**config.mk**
```make
export PLATFORM = sky130hd
export DESIGN_NAME = pixel_line_streamer
export DESIGN_NICKNAME = d
export VERILOG_FILES = /design/src/rtl/pixel_line_streamer_pkg.sv /design/src/rtl/pls_skid_fifo.sv /design/src/rtl/pixel_line_streamer.sv
export SDC_FILE = /design/constraint.sdc
export NUM_CORES = 1
export LEC_CHECK = 0
export ABC_AREA = 1
export BUFFER_PORTS_ARGS = -buffer_cell sky130_fd_sc_hd__buf_2
export CORE_AREA = 2 2 90 92
export DETAILED_ROUTE_END_ITERATION = 12
export DIE_AREA = 0 0 92 94
export HOLD_SLACK_MARGIN = 0.05
export PLACE_DENSITY = 0.71
export REMOVE_ABC_BUFFERS = 1
export SYNTH_ARGS = -nofsm -noshare
export SYNTH_HDL_FRONTEND = slang
export SYNTH_SLANG_ARGS = --single-unit
```
**constraint.sdc**
```tcl
create_clock -name axi_clk -period 4.07 [get_ports axi_clk]
set_clock_uncertainty 0.15 [all_clocks]
set_input_delay 0.814 -clock axi_clk [delete_from_list [all_inputs] [get_ports axi_clk]]
set_output_delay 0.814 -clock axi_clk [all_outputs]
set_load 0.005 [all_outputs]
```
**src/rtl/pixel_line_streamer_pkg.sv**
```systemverilog
// Shared types and constants for pixel_line_streamer.
// The StPad state exists only when PIXEL_LINE_STREAMER_PAD_EN is defined.
package pixel_line_streamer_pkg;

  localparam int unsigned PLS_CREDIT_W   = 2;
  localparam int unsigned PLS_FIFO_DEPTH = 2;
  localparam int unsigned PLS_COUNT_W    = $clog2(PLS_FIFO_DEPTH + 1);

  typedef enum logic [2:0] {
    StIdle,
    StPrime,
    StWait,
    StLine,
`ifdef PIXEL_LINE_STREAMER_PAD_EN
    StPad,
`endif
    StDrain
  } pls_state_t;

endpackage

```
**src/rtl/pls_skid_fifo.sv**
```systemverilog
// Two-entry synchronous FIFO with registered head, flags and count.
// Entry 0 is always the head, so data_o only moves on a pop or a push into an empty FIFO.
module pls_skid_fifo
  import pixel_line_streamer_pkg::*;
#(
  parameter int unsigned DATA_W = 8
) (
  input  logic                   clk_i,
  input  logic                   rst_i,
  input  logic                   push_i,
  input  logic [DATA_W-1:0]      data_i,
  input  logic                   pop_i,
  output logic [DATA_W-1:0]      data_o,
  output logic                   empty_o,
  output logic                   full_o,
  output logic [PLS_COUNT_W-1:0] count_o
);

  logic [DATA_W-1:0]      data_q [PLS_FIFO_DEPTH];
  logic [DATA_W-1:0]      data_d [PLS_FIFO_DEPTH];
  logic [PLS_COUNT_W-1:0] count_q, count_d;
  logic                   empty_q, full_q;
  logic                   do_push, do_pop;

  always_comb begin
    data_d  = data_q;
    count_d = count_q;
    do_pop  = pop_i && !empty_q;
    do_push = push_i && (!full_q || do_pop);
    if (do_pop) begin
      data_d[0] = data_q[1];
    end
    if (do_push) begin
      if (empty_q || (count_q == PLS_COUNT_W'(1) && do_pop)) begin
        data_d[0] = data_i;
      end else begin
        data_d[1] = data_i;
      end
    end
    if (do_push && !do_pop) begin
      count_d = count_q + PLS_COUNT_W'(1);
    end else if (!do_push && do_pop) begin
      count_d = count_q - PLS_COUNT_W'(1);
    end
  end

  always_ff @(posedge clk_i) begin
    if (rst_i) begin
      data_q  <= '{default: '0};
      count_q <= '0;
      empty_q <= 1'b1;
      full_q  <= 1'b0;
    end else begin
      data_q  <= data_d;
      count_q <= count_d;
      empty_q <= (count_d == '0);
      full_q  <= (count_d == PLS_COUNT_W'(PLS_FIFO_DEPTH));
    end
  end

  assign data_o  = data_q[0];
  assign empty_o = empty_q;
  assign full_o  = full_q;
  assign count_o = count_q;

endmodule

```
**src/rtl/pixel_line_streamer.sv**
```systemverilog
// Line-paced pixel source: primes the consumer, then sends one line per interrupt credit.
// Define PIXEL_LINE_STREAMER_PAD_EN to append PAD_LINES credit-gated zero lines per frame.
module pixel_line_streamer
  import pixel_line_streamer_pkg::*;
#(
  parameter int unsigned IMG_WIDTH   = 512,
  parameter int unsigned IMG_HEIGHT  = 512,
  parameter int unsigned PRIME_LINES = 4,
  parameter int unsigned PAD_LINES   = 2,
  parameter int unsigned DATA_W      = 8,
  localparam int unsigned ADDR_W     = $clog2(IMG_WIDTH * IMG_HEIGHT)
) (
  input  logic              axi_clk,
  input  logic              axi_reset,
  input  logic              i_start,
  output logic              o_busy,
  output logic              o_done,
  output logic              o_rd_en,
  output logic [ADDR_W-1:0] o_rd_addr,
  input  logic [DATA_W-1:0] i_rd_data,
  output logic              o_data_valid,
  output logic [DATA_W-1:0] o_data,
  input  logic              i_data_ready,
  input  logic              i_intr
);

  localparam int unsigned PIX_W      = (IMG_WIDTH > 1) ? $clog2(IMG_WIDTH) : 1;
  localparam int unsigned LINE_W     = $clog2(IMG_HEIGHT + PAD_LINES + 1);
  localparam int unsigned PRIME_STOP = (PRIME_LINES < IMG_HEIGHT) ? PRIME_LINES : IMG_HEIGHT;

  pls_state_t              state_q, state_d;
  logic [PIX_W-1:0]        pix_q, pix_d;
  logic [LINE_W-1:0]       line_q, line_d, line_inc;
  logic [ADDR_W-1:0]       addr_q, addr_d;
  logic [PLS_CREDIT_W-1:0] credit_q, credit_d;
  logic                    busy_q, busy_d, done_q, done_d;
  logic                    intr_q, inflight_q, zero_q;
  logic                    issue, issue_zero, take_credit, intr_rise, pop, can_issue;
  logic                    fifo_empty, fifo_full;
  logic [PLS_COUNT_W-1:0]  fifo_count;
  logic [DATA_W-1:0]       fifo_wdata, fifo_rdata;

  assign pop       = !fifo_empty && i_data_ready;
  assign intr_rise = i_intr && !intr_q;
  assign line_inc  = line_q + LINE_W'(1);
  // Occupancy after this cycle's pop plus the beat landing from memory must stay below 2.
  assign can_issue = fifo_empty || (!fifo_full && (!inflight_q || pop)) ||
                     (fifo_full && pop && !inflight_q);

  always_comb begin
    state_d     = state_q;
    pix_d       = pix_q;
    line_d      = line_q;
    addr_d      = addr_q;
    credit_d    = credit_q;
    busy_d      = busy_q;
    done_d      = 1'b0;
    issue       = 1'b0;
    issue_zero  = 1'b0;
    take_credit = 1'b0;

    case (state_q)
      StIdle: begin
        if (i_start) begin
          state_d = StPrime;
          busy_d  = 1'b1;
        end
      end
      StPrime, StLine: issue = can_issue;
`ifdef PIXEL_LINE_STREAMER_PAD_EN
      StPad: begin
        issue      = can_issue;
        issue_zero = 1'b1;
      end
`endif
      StWait: begin
        if (line_q < LINE_W'(IMG_HEIGHT)) begin
          if (credit_q != '0) begin
            state_d     = StLine;
            take_credit = 1'b1;
          end
        end else begin
`ifdef PIXEL_LINE_STREAMER_PAD_EN
          if (credit_q != '0) begin
            state_d     = StPad;
            take_credit = 1'b1;
          end
`else
          state_d = StDrain;
`endif
        end
      end
      StDrain: begin
        if (!inflight_q && fifo_count == PLS_COUNT_W'(1) && pop) begin
          state_d = StIdle;
          busy_d  = 1'b0;
          done_d  = 1'b1;
          line_d  = '0;
          addr_d  = '0;
        end
      end
      default: state_d = StIdle;
    endcase

    if (issue) begin
      if (!issue_zero) begin
        addr_d = addr_q + ADDR_W'(1);
      end
      if (pix_q == PIX_W'(IMG_WIDTH - 1)) begin
        pix_d   = '0;
        line_d  = line_inc;
        state_d = StWait;
        if (state_q == StPrime && line_inc != LINE_W'(PRIME_STOP)) begin
          state_d = StPrime;
        end
`ifdef PIXEL_LINE_STREAMER_PAD_EN
        if (state_q == StPad && line_inc == LINE_W'(IMG_HEIGHT + PAD_LINES)) begin
          state_d = StDrain;
        end
`endif
      end else begin
        pix_d = pix_q + PIX_W'(1);
      end
    end

    if (state_q == StIdle) begin
      credit_d = '0;
    end else if (intr_rise && !take_credit) begin
      if (credit_q != '1) begin
        credit_d = credit_q + PLS_CREDIT_W'(1);
      end
    end else if (!intr_rise && take_credit) begin
      credit_d = credit_q - PLS_CREDIT_W'(1);
    end
  end

  always_ff @(posedge axi_clk) begin
    if (axi_reset) begin
      state_q    <= StIdle;
      pix_q      <= '0;
      line_q     <= '0;
      addr_q     <= '0;
      credit_q   <= '0;
      busy_q     <= 1'b0;
      done_q     <= 1'b0;
      intr_q     <= 1'b0;
      inflight_q <= 1'b0;
      zero_q     <= 1'b0;
    end else begin
      state_q    <= state_d;
      pix_q      <= pix_d;
      line_q     <= line_d;
      addr_q     <= addr_d;
      credit_q   <= credit_d;
      busy_q     <= busy_d;
      done_q     <= done_d;
      intr_q     <= i_intr;
      inflight_q <= issue;
      zero_q     <= issue_zero;
    end
  end

  assign fifo_wdata = zero_q ? '0 : i_rd_data;

  pls_skid_fifo #(
    .DATA_W (DATA_W)
  ) u_fifo (
    .clk_i   (axi_clk),
    .rst_i   (axi_reset),
    .push_i  (inflight_q),
    .data_i  (fifo_wdata),
    .pop_i   (pop),
    .data_o  (fifo_rdata),
    .empty_o (fifo_empty),
    .full_o  (fifo_full),
    .count_o (fifo_count)
  );

  assign o_busy       = busy_q;
  assign o_done       = done_q;
  assign o_rd_en      = issue && !issue_zero;
  assign o_rd_addr    = addr_q;
  assign o_data_valid = !fifo_empty;
  assign o_data       = fifo_rdata;

endmodule

```
==> results of run 1 <==
power by group through the flow:
stage | clock network (mW) | registers [mW] | logic [mW]
global route | 0.738 | 0.723 | 0.281
floorplan | 0 | 0.730 | 0.172
CTS | 0.706 | 0.719 | 0.250
detailed placement | 0 | 0.734 | 0.248
global placement | 0 | 0.733 | 0.241
finish | 0.699 | 0.719 | 0.249
per-layer routing:
metal | vias to the layer above | part of all wire [%]
met2 | 91 | 47
met1 | 1542 | 46
met5 | - | 0
li1 | 1668 | -
met4 | 0 | 2.0
met3 | 14 | 4.6
kinds of logic after synthesis:
logic type / after synthesis / synth area share, %
compound gates: 105 / 17.2
xor+xnor: 3 / 0.784
fa+ha+maj: 5 / 1.87
buf+inv: 81 / 11.2
flops: 66 / 39.4
simple gates: 234 / 29.6
registers in the layout, summed over array words and instances (netlist names), 2 cells and up:
signal / flops
o_rd_addr: 18
line_q: 10
pix_q: 9
u_fifo.data_o: 8
u_fifo.data_q: 8
state_q: 3
credit_q: 2
u_fifo.count_o: 2
worst register-to-register path: stages, from the launching register on:
cell and delay (ns):
dfxtp_1 0.39, ha_1 0.21, nand3_1 0.12, nor3_1 0.17, ha_1 0.21, inv_1 0.08
nor2_2 0.36, o21ai_0 0.16, a21oi_1 0.18
through the flow:
stage | setup WS (ns) | std cells
final | 1.30 | 633
after global routing | 1.19 | 633
after CTS | 1.29 | 633
after detailed placement | 1.29 | 617
after global placement | 1.32 | 617
after floorplan | 1.68 | 471
layout make-up:
cell class,count,area [sq um]
timing repair buffer,44,225
sequential,66,1320
clock inverter,6,113
inverter,58,220
multi-input combinational,347,1660
clock buffer,10,138
tap,102,128
fill,754,3810
worst min-delay path by stage:
stage                                 from                to  slack, ns  cells past startpoint
after floorplan           u_fifo.data_q[2]  u_fifo.data_q[2]       0.28                      2
after global placement    u_fifo.data_q[6]  u_fifo.data_q[6]       0.29                      2
after detailed placement  u_fifo.data_q[6]  u_fifo.data_q[6]       0.30                      2
after CTS                 u_fifo.data_q[6]  u_fifo.data_q[6]       0.31                      2
after global routing      u_fifo.data_q[6]  u_fifo.data_q[6]       0.34                      2
final                     u_fifo.data_q[5]  u_fifo.data_q[5]       0.31                      2
cells in the mapped netlist (all sizes together):
cell	instances	area [sq um]
o21ai	45	225
dfxtp	66	1320
xor2	2	17.5
a31oi	5	31.3
clkbuf	5	18.8
o21bai	4	30.0
nor3	10	50.1
o31ai	1	7.51
buf	18	135
a32oi	1	8.76
inv	58	220
or2	3	18.8
nand3	44	220
nand4	4	25.0
xnor2	1	8.76
and3	1	6.26
a21oi	48	267
nor2	55	216
ha	5	62.6
nand2	117	454
o21a	1	7.51
==> summary.txt, run 1 <==
Worst setup path
  • Worst r2r src: pix_q[0]
  • Critical path origin: i_data_ready
  • Crit. End Element: output pin
  • FF-to-FF path depth: 8
  • Worst Path Buf+Inv: 2
  • RR Endpoint: line_q[6]
  • Slowest cell on the critical path: a21oi_4
  • FF-to-FF setup slack: 1.97 ns
  • Crit path capture: o_rd_en
  • CP delay by family, top: buffers and inverters
  • WS Path Type: input port to output pin
  • Setup crit start kind: input port
  • CP max stage delay: 0.27 ns
  • Data arrival time of the critical path: 1.81 ns
  • Worst Path Required: 3.11 ns
  • Crit path depth: 6
  • CP Cell Sequence: buf_2 > nand2_4 > nand2_2 > nand2_2 > a21oi_4 > buf_2
  • Worst Path Max Fanout: 14

CTS
  • Clock transition at path regs: 0.08 ns
  • Clk root buf: clkbuf_8
  • Hold Buf Count CTS: 0
  • H-tree Lvls: 3
  • Resized cells post-CTS: 0
  • TritonCTS clock tree: built
  • CTS Buf Count: 9
  • TritonCTS sink count: between 60 and 70
  • CTS max path bufs: 2
  • Clk Latency, worst-skew pair: ~0.35 ns
  • Post-CTS Setup Bufs: 0

Global routing
  • Initial antenna violation count: 0
  • Total grt overflow: 0
  • First-pass GRT wire length: 12900 um
  • M1 GR Usage: 22.5%
  • Grt met2 use: a little under a third
  • All-Layer GR Usage: 18.3%
  • Number of global-route vias before repair: between 2000 and 3000
  • Maximum number of pins on one net before global-route repair: 31
  • Met3 Use GR: 3.13%
  • Top Usage Layer GRT: met2

Power
  • Combinational power share: between 10% and 20%
  • Seq pwr share: 43.1%
  • Pleak: 1.53 nW
  • Switching part of the total: about 28%
  • Max VDD drop: 0.000206 V
  • Clk network pwr share: 41.9%
  • Pint: around 1.2 mW
  • Final Power: roughly 1.7 mW
  • Switching power: 470 uW
  • PwrDens: 439 nW/um^2

Drt
  • Antenna-violating nets left: 0
  • Via density: roughly 5.2
  • Total Routed Length: 7760 um
  • Detailed Routing Iterations Pass 1: 5
  • Vias post-DR: 3315
  • Per-cell routed wire length: 12.3 um
  • Initial DRC count: 171
  • Remaining DRCs: 0

Timing
  • Hold Slack: just over 0.3 ns
  • Setup TNS: 0 ns
  • Fin crit period: 2.77 ns
  • RSZ-0062 raised after global routing: false
  • Measured slew at the worst slew-check pin: around 0.92 ns
  • Hold Violations, Final: 0
  • Final setup vio count: 0
  • Final worst-path cycle share: 68.1%
  • Slew HR: approximately 38%
  • Max Freq: 361 MHz
  • Final Slew Violations: 0

Layout
  • Layout Cell Area excl Fill: 3800 sq um
  • Commonest non-fill, non-tap cells in the layout: nand2_1, dfxtp_1, inv_1
  • Share of cells above drive strength 1: 14.1%
  • Fin util: 50.0%
  • Nets: 544
  • Ant. Diodes: 0
  • Commonest non-fill, non-tap cell in the layout: nand2_1
  • Syn-to-layout area delta: 13.4%

Place
  • GPL Wtd Cong: around 0.86
  • DP HPWL: roughly 5400 um
  • Count of buffers from port buffering: 42
  • Post-place instance area: between 3000 and 4000 sq um

Synth
  • Warnings from Yosys: 0
  • Yosys reg bits: 66
  • Seq/Total Area, Yosys: 39.4%
  • Netlist cell types: 33
  • Synth Instances: around 490
  • Post-Syn Area: 3350 sq um
  • Synthesized area per cell: roughly 6.8 sq um

Hold path
  • Worst min-delay path class: flop to flop

Die
  • Die area: about 8600 sq um
  • Starting Density: 44.1%
  • Die Y: 94 um
  • Core area: 7610 sq um
  • DIE WIDTH: 92 um
  • IO Count: 43
  • # rows: 32

Run status
  • Status: complete, no violations

Flow run
  • MaxCap Viol Count: 0
Power figures use the tool's default switching activity.
==> run 2: changes to the inputs <==
--- a/config.mk
+++ b/config.mk
@@ -5,13 +5,13 @@
 export SDC_FILE = /design/constraint.sdc
 export NUM_CORES = 1
 export LEC_CHECK = 0
-export ABC_AREA = 1
+export ABC_AREA = 0
 export BUFFER_PORTS_ARGS = -buffer_cell sky130_fd_sc_hd__buf_2
-export CORE_AREA = 2 2 90 92
+export CORE_AREA = 2 2 88 90
 export DETAILED_ROUTE_END_ITERATION = 12
-export DIE_AREA = 0 0 92 94
+export DIE_AREA = 0 0 90 92
 export HOLD_SLACK_MARGIN = 0.05
-export PLACE_DENSITY = 0.71
+export PLACE_DENSITY = 0.72
 export REMOVE_ABC_BUFFERS = 1
 export SYNTH_ARGS = -nofsm -noshare
 export SYNTH_HDL_FRONTEND = slang
==> constraint.sdc (replaced) <==
create_clock -name axi_clk -period 2.7 [get_ports axi_clk]
set_clock_uncertainty 0.15 [all_clocks]
set_input_delay 0.54 -clock axi_clk [delete_from_list [all_inputs] [get_ports axi_clk]]
set_output_delay 0.54 -clock axi_clk [all_outputs]
set_load 0.005 [all_outputs]
==> summary.txt, run 2 <==
Die
  • Die Y: 92 um
  • # rows: 32
  • DIE WIDTH: 90 um
  • IO Count: 43
  • Starting Density: between 40 and 50%
  • Core area: 7450 sq um
  • Die area: 8280 sq um

Drt
  • Initial DRC count: 127
  • Remaining DRCs: 0
  • Detailed Routing Iterations Pass 1: 4
  • Per-cell routed wire length: 12.7 um
  • Antenna-violating nets left: 0
  • Total Routed Length: 6530 um
  • Via density: 5.41
  • Vias post-DR: roughly 2800

Worst setup path
  • Data arrival time of the critical path: 2.48 ns
  • Worst Path Max Fanout: 11
  • FF-to-FF setup slack: 0.34 ns
  • Crit. End Element: flop
  • Slowest cell on the critical path: or3_1
  • Worst Path Required: 2.83 ns
  • CP max stage delay: 0.46 ns
  • WS Path Type: flop to flop
  • Worst r2r src: pix_q[3]
  • Setup crit start kind: flop
  • RR Endpoint: line_q[5]
  • CP Cell Sequence: and3_1 > nand2_1 > nor2_1 > ha_1 > and3b_1 > o211ai_1 > or3_1 > a31oi_1
  • FF-to-FF path depth: 8

Layout
  • Non-filler cells in the finished layout: 515
  • Register area: 1320 sq um
  • Nets: 427
  • Ant. Diodes: 0
  • Multi-input gate area: 1700 sq um
  • Share of cells above drive strength 1: about 18%
  • Commonest non-fill, non-tap cells in the layout: dfxtp_1, nor2_1, buf_2
  • Largest register FFs: 18
  • Commonest non-fill, non-tap cell in the layout: dfxtp_1
  • FILL cells: 729
  • Syn-to-layout area delta: 13.1%

Power
  • Pint: 1.66 mW
  • Seq pwr share: 47.4%
  • Switching part of the total: between 20 and 30%
  • Max VDD drop: 0.000312 V
  • Switching power: 638 uW
  • Clk network pwr share: 35.5%
  • Combinational power share: between 10% and 20%
  • Final Power: around 2.3 mW
  • Pleak: 1.54 nW
  • PwrDens: 631 nW/um^2

Synth
  • Post-Syn Area: 3210 sq um
  • Synth Instances: 375
  • Cell accounting for the most synthesized area: dfxtp_1
  • Synth top area cells: dfxtp_1, nor2_1, mux2i_1
  • Warnings from Yosys: 0
  • Most frequent cell after synthesis: dfxtp_1
  • Seq/Total Area, Yosys: 41.2%
  • Synthesized area per cell: roughly 8.6 sq um
  • Netlist cell types: 55
  • Ys async rst share: 0%
  • Yosys reg bits: 66
  • Synth Flop Type: dfxtp_1
  • Top post-synthesis cells by count: dfxtp_1, nor2_1, a21oi_1, nand2_1
  • EDFF count, synth: 0
  • Post-synth top area share: 41.2%

Place
  • GPL Wtd Cong: 0.806
  • DP HPWL: between 4000 and 5000 um
  • Place WS: 0.329 ns
  • Count of buffers from port buffering: between 40 and 50
  • Placed cells: 500

Global routing
  • Total grt overflow: 0
  • Initial antenna violation count: 0
  • Maximum number of pins on one net before global-route repair: 34
  • All-Layer GR Usage: between 15 and 20%
  • Number of global-route vias before repair: 2546
  • First-pass GRT wire length: 11300 um

CTS
  • Clk Latency, worst-skew pair: 0.34 ns
  • Hold Buf Count CTS: 0
  • Clock transition at path regs: 0.07 ns
  • Clk root buf: clkbuf_8
  • TritonCTS clock tree: built
  • Post-CTS Setup Bufs: 0
  • H-tree Lvls: 3
  • CTS Buf Count: 9
  • CTS max path bufs: 2
  • TritonCTS sink count: 66
  • Resized cells post-CTS: 0

Timing
  • Setup TNS: 0 ns
  • RSZ-0062 raised after global routing: false
  • Setup WS post-layout: 0.344 ns
  • Final worst-path cycle share: 87.3%
  • Final Slew Violations: 0
  • Fin crit period: 2.36 ns
  • Max Freq: 424 MHz
  • Slew HR: 43.6%
  • Final setup vio count: 0
  • Hold Violations, Final: 0
  • Measured slew at the worst slew-check pin: 0.842 ns

Hold path
  • WHS Path Cells: 2
  • Worst Hold Launch: i_intr
  • Worst min-delay path endpoint: intr_q
  • Worst min-delay path class: input port to flop

Flow run
  • MaxCap Viol Count: 0

Run status
  • Status: complete, no violations
-- run 2: power by group through the flow --
| stage | Clock, mW | Sequential (mW) | Combinational, mW |
|---|---|---|---|
| after floorplan | 0 | 1.10 | 0.272 |
| after global placement | 0 | 1.10 | 0.382 |
| after detailed placement | 0 | 1.11 | 0.392 |
| after CTS | 0.841 | 1.09 | 0.395 |
| after global routing | 0.878 | 1.10 | 0.446 |
| final | 0.814 | 1.09 | 0.392 |
-- run 2: area by class of cell --
cell class                 instances  share of cell area, %
clock buffer                      10                   3.79
clock inverter                     5                   1.52
inverter                          10                   1.03
multi-input combinational        274                   46.7
sequential                        66                   36.4
tap                              102                   3.51
timing repair buffer              48                   7.03
-- run 2: worst max path at each step --
stage / start / to / slack [ns] / cells after the start
after floorplan: pix_q[0] / state_q[0] / 0.60 / 9
final: pix_q[3] / line_q[5] / 0.34 / 8
after global routing: pix_q[0] / line_q[5] / 0.13 / 8
after detailed placement: pix_q[0] / line_q[5] / 0.33 / 8
after global placement: pix_q[0] / line_q[5] / 0.39 / 8
after CTS: pix_q[0] / line_q[5] / 0.30 / 8
-- run 2: logic make-up after synthesis --
family / synth area share (%)
flip-flops: 41.2
buffers and inverters: 5.96
XOR/XNOR: 3.00
adder cells (fa/ha/maj): 1.95
AO/OA/AOI/OAI: 17.0
AND/OR/NAND/NOR: 25.7
multiplexers: 5.30
-- run 2: routing by layer --
metal	GRT usage, %	share of wire, %	up-vias
met5	0	0	-
met3	3.78	3.7	12
met1	20.9	48	1310
met2	26.3	46	58
met4	10.0	2.2	0
li1	-	-	1405
-- run 2: metrics by stage --
step           utilization, %  hold slack (ns)  instance area (sq um)
2_1_floorplan               -            0.285                   3060
3_3_place_gp             46.2            0.297                   3440
3_5_place_dp             46.2            0.303                   3440
4_1_cts                  48.8            0.268                   3630
5_1_grt                  48.8            0.282                   3630
6_report                 48.8            0.287                   3630
-- run 2: worst max-delay path: cells and delay by family, from the launching register on --
kind                     cells  cell delay, ns
AND/OR/NAND/NOR              5            1.07
AO/OA/AOI/OAI                2            0.50
adder cells (fa/ha/maj)      1            0.19
flip-flops                   1            0.38
